$ cat config.mk
export PLATFORM = sky130hd
export DESIGN_NAME = alu_fifo_sequencer
export DESIGN_NICKNAME = d
export VERILOG_FILES = /design/src/rtl/alu_fifo_sequencer.sv
export SDC_FILE = /design/constraint.sdc
export NUM_CORES = 1
export LEC_CHECK = 0
export CAP_MARGIN = 25
export CELL_PAD_IN_SITES_DETAIL_PLACEMENT = 0
export CELL_PAD_IN_SITES_GLOBAL_PLACEMENT = 1
export CORE_AREA = 2 2 79 81
export DETAILED_ROUTE_END_ITERATION = 7
export DIE_AREA = 0 0 81 83
export PLACE_DENSITY = 0.84
export SETUP_SLACK_MARGIN = 0.5
export SLEW_MARGIN = 20
export SYNTH_ARGS = -nofsm -noshare
export SYNTH_HDL_FRONTEND = slang
export SYNTH_SLANG_ARGS = --single-unit
$ cat constraint.sdc
create_clock -name i_clk -period 5.7 [get_ports i_clk]
set_input_delay 1.14 -clock i_clk [delete_from_list [all_inputs] [get_ports i_clk]]
set_output_delay 1.14 -clock i_clk [all_outputs]
set_load 0.02 [all_outputs]
$ cat src/rtl/alu_fifo_sequencer.sv
// Sequencer that drains operand A, operand B and an opcode from the RX FIFO,
// drives the ALU with them, and pushes the one-byte result into the TX FIFO.
// An invalid opcode, or too long a wait between bytes, drops the partial
// transaction and pulses o_error. The sequencer then waits for a fresh operand A.
module alu_fifo_sequencer #(
    parameter int NB_DATA        = 8,
    parameter int NB_OP          = 6,
    parameter int TIMEOUT_CYCLES = 500000
) (
    input  logic               i_clk,
    input  logic               i_reset,
    input  logic               i_rx_empty,
    input  logic [NB_DATA-1:0] i_rx_data,
    output logic               o_rx_rd,
    input  logic               i_tx_full,
    output logic               o_tx_wr,
    output logic [NB_DATA-1:0] o_tx_data,
    output logic [NB_DATA-1:0] o_alu_a,
    output logic [NB_DATA-1:0] o_alu_b,
    output logic [NB_OP-1:0]   o_alu_op,
    input  logic [NB_DATA-1:0] i_alu_result,
    output logic               o_busy,
    output logic               o_error
);

    typedef enum logic [2:0] {
        GET_A  = 3'd0,
        GET_B  = 3'd1,
        GET_OP = 3'd2,
        EXEC   = 3'd3,
        SEND   = 3'd4
    } state_t;

    localparam int CW = $clog2(TIMEOUT_CYCLES);
    localparam logic [CW-1:0] TIMEOUT_LAST = CW'(TIMEOUT_CYCLES - 1);

    state_t             state;
    state_t             next_state;
    logic [CW-1:0]      idle_count;
    logic [NB_DATA-1:0] result_reg;
    logic               error_reg;
    logic               rx_rd;
    logic               tx_wr;
    logic               abort;
    logic               waiting_byte;
    logic               timeout_hit;
    logic [NB_OP-1:0]   opcode;
    logic               op_valid;

    // The opcode lives in the low bits of the RX word; the upper bits are ignored.
    assign opcode = i_rx_data[NB_OP-1:0];

    // Decode the set of opcodes the ALU implements.
    always_comb begin
        op_valid = 1'b0;
        case (opcode)
            NB_OP'('h20), NB_OP'('h22), NB_OP'('h24), NB_OP'('h25),
            NB_OP'('h26), NB_OP'('h27), NB_OP'('h03), NB_OP'('h02):
                op_valid = 1'b1;
            default:
                op_valid = 1'b0;
        endcase
    end

    // The timeout only applies while a transaction is partly received.
    assign waiting_byte = (state == GET_B) || (state == GET_OP);
    assign timeout_hit  = waiting_byte && i_rx_empty && (idle_count == TIMEOUT_LAST);

    // State register.
    always_ff @(posedge i_clk) begin
        if (i_reset) begin
            state <= GET_A;
        end else begin
            state <= next_state;
        end
    end

    // Next-state logic. A timeout or a bad opcode sends the FSM back to GET_A.
    always_comb begin
        next_state = state;
        case (state)
            GET_A: begin
                if (!i_rx_empty) next_state = GET_B;
            end
            GET_B: begin
                if (!i_rx_empty)      next_state = GET_OP;
                else if (timeout_hit) next_state = GET_A;
            end
            GET_OP: begin
                if (!i_rx_empty)      next_state = op_valid ? EXEC : GET_A;
                else if (timeout_hit) next_state = GET_A;
            end
            EXEC: begin
                next_state = SEND;
            end
            SEND: begin
                if (!i_tx_full) next_state = GET_A;
            end
            default: begin
                next_state = GET_A;
            end
        endcase
    end

    // Mealy strobes and the abort decision. Reset masks both strobes.
    always_comb begin
        rx_rd = 1'b0;
        tx_wr = 1'b0;
        abort = 1'b0;
        if (!i_reset) begin
            case (state)
                GET_A, GET_B: rx_rd = !i_rx_empty;
                GET_OP: begin
                    rx_rd = !i_rx_empty;
                    abort = !i_rx_empty && !op_valid;
                end
                SEND:    tx_wr = !i_tx_full;
                default: begin
                    rx_rd = 1'b0;
                    tx_wr = 1'b0;
                end
            endcase
            if (timeout_hit) abort = 1'b1;
        end
    end

    // Operand, opcode and result capture, the idle counter and the registered error pulse.
    always_ff @(posedge i_clk) begin
        if (i_reset) begin
            o_alu_a    <= '0;
            o_alu_b    <= '0;
            o_alu_op   <= '0;
            result_reg <= '0;
            idle_count <= '0;
            error_reg  <= 1'b0;
        end else begin
            if (rx_rd) begin
                case (state)
                    GET_A:   o_alu_a <= i_rx_data;
                    GET_B:   o_alu_b <= i_rx_data;
                    GET_OP:  if (op_valid) o_alu_op <= opcode;
                    default: o_alu_a <= o_alu_a;
                endcase
            end
            if (state == EXEC) begin
                result_reg <= i_alu_result;
            end
            if (rx_rd || timeout_hit || !waiting_byte) begin
                idle_count <= '0;
            end else begin
                idle_count <= idle_count + 1'b1;
            end
            error_reg <= abort;
        end
    end

    assign o_rx_rd   = rx_rd;
    assign o_tx_wr   = tx_wr;
    assign o_tx_data = result_reg;
    assign o_busy    = (state != GET_A);
    assign o_error   = error_reg;

endmodule
# Word level (Yosys, flattened, before mapping)
# Cells that the tools add are included.
dict set report op_classes {
  mux 14
  div 0
  magnitude_cmp 0
  add_sub_neg 1
  n_reduce_logical 19
  n_eq_ne 15
  shift 0
  bitwise 0
  multipliers 0
}
# op n
set ops {}
lappend ops {{equality test 6 bit (second input constant)} 6}
lappend ops {{adder 19 x 1 -> 19 bit (second input constant)} 1}
lappend ops {{equality test 19 bit (second input constant)} 1}
lappend ops {{2-to-1 mux 3 bit} 5}
lappend ops {{one-hot mux 3 bit (5 select lines)} 1}
lappend ops {{equality test 6 x 2 -> 1 bit (second input constant)} 2}
lappend ops {{OR reduction 8 bit} 1}
lappend ops {{2-to-1 mux 1 bit} 7}
lappend ops {{equality test 3 x 2 -> 1 bit (second input constant)} 2}
lappend ops {{AND reduction 2 bit} 3}
lappend ops {{logical NOT 1 bit} 4}
lappend ops {{inequality test 2 bit (second input constant)} 2}
lappend ops {{equality test 3 x 1 -> 1 bit (second input constant)} 1}
lappend ops {{equality test 3 bit (second input constant)} 1}
lappend ops {{logical AND 1 bit} 3}
lappend ops {{logical NOT 3 bit} 1}
lappend ops {{logical OR 1 bit} 3}
lappend ops {{AND reduction 3 bit} 1}
lappend ops {{nonzero test 3 bit} 1}
lappend ops {{OR reduction 3 bit} 1}
lappend ops {{2-to-1 mux 2 bit} 1}
lappend ops {{OR reduction 2 bit} 1}
dict set report word_totals {
  latchBits 0
  output_inout_bits 34
  n_memories 0
  ramBits 0
  elab_cells 56
  rom_bits 0
  regBits 53
}

# Logic depth before layout (Yosys ltp)
dict set report depth {
  depth_word 7
  ltp_mapped 6
  mapped_depth_nobuf 5
}

# Least setup slack after synthesis
# OpenSTA, ideal clock, no wires.
dict set report synth_timing {
  path_type {in2out}
  startpoint {input i_reset}
  endpoint {output o_tx_wr}
  t_required_ns 4.560
  arrival_ns 1.969
  cell_stages 3
  path_slack_ns 2.591
  path_cell_list {clkbuf_1 > clkbuf_1 > nor3_1}
}
dict set report synth_via {
  elab_chain_len 1
}
# item line_no
set synth_rtl {}
lappend synth_rtl {{start: declaration} 11} ;# input logic i_reset,
lappend synth_rtl {{2-to-1 mux 1 bit} 110} ;# if (!i_reset) begin
lappend synth_rtl {{end: declaration} 16} ;# output logic o_tx_wr,
# No other way between the ends.

# Worst setup path after layout
dict set report layout_timing {
  startpoint {input i_rx_empty}
  endpoint {output o_rx_rd}
}
dict set report layout_via {
  elab_chain_len 3
}
# item line_no
set layout_rtl {}
lappend layout_rtl {{start: declaration} 12} ;# input logic i_rx_empty,
lappend layout_rtl {{logical NOT 1 bit} {112, 114}}
lappend layout_rtl {{2-to-1 mux 1 bit} n/a}
lappend layout_rtl {{2-to-1 mux 1 bit} 110}
lappend layout_rtl {{end: declaration} 14} ;# output logic o_rx_rd,
# No other way between the ends.

==> impl_metrics.py <==
metrics = {
    "global_route": {
        "track_usage_pct": 15.9,
        "grt_overflow": 0,
        "antenna_found_initial": 0,
        "grt_max_degree": 39,
        "grt_pass1_vias": 1839,
        "grt_pass1_wl_um": 8630,
    },
    "setup_path": {
        "worstPathCellList": "clkdlybuf4s50_1 -> or3_1 -> a21oi_1 -> clkdlybuf4s50_1",
        "cp_max_fo": 7,
        "worstSetupPathType": "primary input to primary output",
        "endpoint_kind": "primary output",
        "crit_slowest_cell": "clkdlybuf4s50_1",
        "crit_top_cell": "clkdlybuf4s50_1",
        "worstPathRequired_ns": 4.56,
        "max_stage_delay_ns": 0.64,
        "critPathTopFamily": "buffers and inverters",
        "startpoint_type": "primary input",
        "cp_data_arrival_time_ns": 2.95,
        "critical_path_buf_inv_count": 2,
    },
    "timing": {
        "max_slew_margin_pct": 37.3,
        "fin_crit_sh_pct": 71.7,
        "setup_viol": 0,
        "final.setup_skew_ns": 0.0129,
        "worst_slew_pin_slew_ns": 0.939,
        "drv_slew": 0,
        "hold_viol": 0,
        "grt_setup_unrepaired": "false",
        "fmax_ghz": 0.245,
        "min_period_ns": 4.09,
        "tns_ns": 0,
    },
    "route": {
        "drt-total-wl_um": 5050,
        "first_pass_iters": 4,
        "detail-route-antenna-nets": 0,
        "dr.first_iter.drc_count": 75,
        "via_per_inst": 4.94,
        "routedWlPerCell_um": 13.3,
        "num_vias": 1878,
        "post-route-drc-count": 0,
    },
    "logic_synthesis": {
        "yosysTopAreaCell": "dfxtp_1",
        "yosys-top-cells-area": "dfxtp_1, nand2b_1, mux2i_1",
        "synth_fp_nets": 274,
        "ys_ff_latch": 53,
        "syn_area_um2": 2240,
        "synth_top_cell_area_share_pct": 47.3,
        "synth_edf_count": 0,
        "synth-simple-area-share_pct": 30.3,
        "synth_fa_ha_area_share_pct": 0.558,
        "synth_compound_area_share_pct": 7.81,
        "netlist_instances": 253,
        "synth-main-ff-cell": "dfxtp_1",
        "muxShareOfSynthArea_pct": 5.36,
        "async_reset_ff_share_pct": 0,
        "yosysSeqAreaShare_pct": 47.3,
        "synth_xor_area_share_pct": 5.86,
        "synth_cell_types": 38,
        "avgSynthCellArea_um2": 8.86,
        "yosysWarnings": 0,
        "synth_top_family_by_area": "simple AND/OR/NAND/NOR gates",
    },
    "die": {
        "die_height_um": 83,
        "initial_core_util_pct": 38.6,
        "core_area_um2": 5820,
        "num_io_pins": 54,
        "die_w_um": 81,
        "fp-row-count": 28,
        "die-area_um2": 6720,
    },
    "pwr": {
        "leakagePower_nw": 1.02,
        "ir_drop_v": 0.000101,
        "power_density_nw_per_um2": 246,
        "total_power_mw": 0.729,
    },
    "layout": {
        "drive_gt1_share_pct": 4.92,
        "nNetsFinal": 325,
        "final_cell_mix": "dfxtp_1, clkdlybuf4s50_1, nor2_1",
        "multi_input_area_um2": 1120,
        "syn_to_final_growth_pct": 32.1,
        "seqCellArea_um2": 1060,
        "num_antenna_cells": 0,
        "n_fill_cell": 617,
    },
    "status": {
        "outcome": "completed",
    },
    "placed_design": {
        "dp_hpwl_um": 3580,
        "place_congestion": 0.795,
        "port_buffers": 53,
    },
    "clock_tree": {
        "htree_num_levels": 2,
        "cts_resized": 0,
        "cts_tree": "yes",
        "clock_sink_count": 53,
        "ctsHoldBuffers": 0,
        "path_clk_slew_ns": 0.09,
        "cts_max_path_buffers": 2,
        "clock_latency_ns": 0.31,
        "cts_root_buf": "clkbuf_8",
        "postCtsSetupBuffers": 0,
        "cts_buffers": 5,
    },
    "min_path": {
        "hold_path_class": "flop to flop",
    },
    "job": {
        "maxCapViolCount": 0,
    },
}
cell usage after synthesis, types with 2 or more instances:
| cell type | number |
|---|---|
| nand4_1 | 7 |
| or3_1 | 4 |
| dfxtp_1 | 53 |
| nor4b_1 | 2 |
| nand3_1 | 9 |
| a21oi_1 | 5 |
| nor3_1 | 6 |
| nor2b_1 | 4 |
| mux2i_1 | 12 |
| nor4_1 | 5 |
| nand2b_1 | 24 |
| clkbuf_1 | 10 |
| o21ai_0 | 18 |
| inv_1 | 4 |
| xnor2_1 | 12 |
| nor3b_1 | 2 |
| nand2_1 | 23 |
| xor2_1 | 3 |
| nor2_1 | 31 |
routing by layer:
layer | share of wire (%) | global-route usage [%] | vias up
met5 | 0 | 0 | -
met4 | 0.26 | 3.24 | 0
met3 | 5.7 | 5.11 | 2
met2 | 48 | 25.8 | 53
met1 | 46 | 20.7 | 862
li1 | - | - | 961
path summary, 6_finish.rpt:
path	start	to	slack [ns]	cells past startpoint
worst max register to register	state[2]	o_alu_b[3]	3.70	3
worst min-delay path	idle_count[0]	idle_count[0]	0.47	1
worst max-delay path	i_rx_empty	o_rx_rd	1.61	4
worst min register to register	idle_count[0]	idle_count[0]	0.47	1
metrics by stage:
| stage | cell area [um2] | setup WS, ns | hold WS, ns | util (%) | std cells |
|---|---|---|---|---|---|
| 2_1_floorplan | 2240 | 2.59 | 0.430 | - | 253 |
| 3_3_place_gp | 2840 | 1.66 | 0.443 | 48.9 | 372 |
| 3_5_place_dp | 2840 | 1.65 | 0.459 | 48.9 | 372 |
| 4_1_cts | 2960 | 1.64 | 0.481 | 50.9 | 380 |
| 5_1_grt | 2960 | 1.55 | 0.501 | 50.9 | 380 |
| 6_report | 2960 | 1.61 | 0.472 | 50.9 | 380 |
where the power goes:
part / leakage [nW] / internal, mW / switching, mW
Sequential: 0.429 / 0.380 / 0.00739
Combinational: 0.532 / 0.0393 / 0.0372
Clock: 0.0574 / 0.143 / 0.123
sequential cells by signal, summed over array words and instances (netlist names):
signal / flops
idle_count: 19
o_alu_a: 8
o_alu_b: 8
o_tx_data: 8
o_alu_op: 6
state: 3
o_error: 1
logic make-up (layout without fill, tap and decap cells):
family,after synthesis,in the layout
DFF,53,53
AOI/OAI and AO/OA,30,30
adders and majority gates,1,1
buffers and inverters,16,68
xor gates and xnor gates,15,15
and+or+nand+nor,126,126
muxes,12,12
layout make-up:
type / count / share of cell area (%)
timing repair buffer: 56 / 18.7
inverter: 4 / 0.507
tap: 75 / 3.17
sequential: 53 / 35.8
clock buffer: 6 / 2.79
clock inverter: 2 / 1.27
multi-input combinational: 184 / 37.8
No activity file was read; power rests on OpenSTA's default activity.
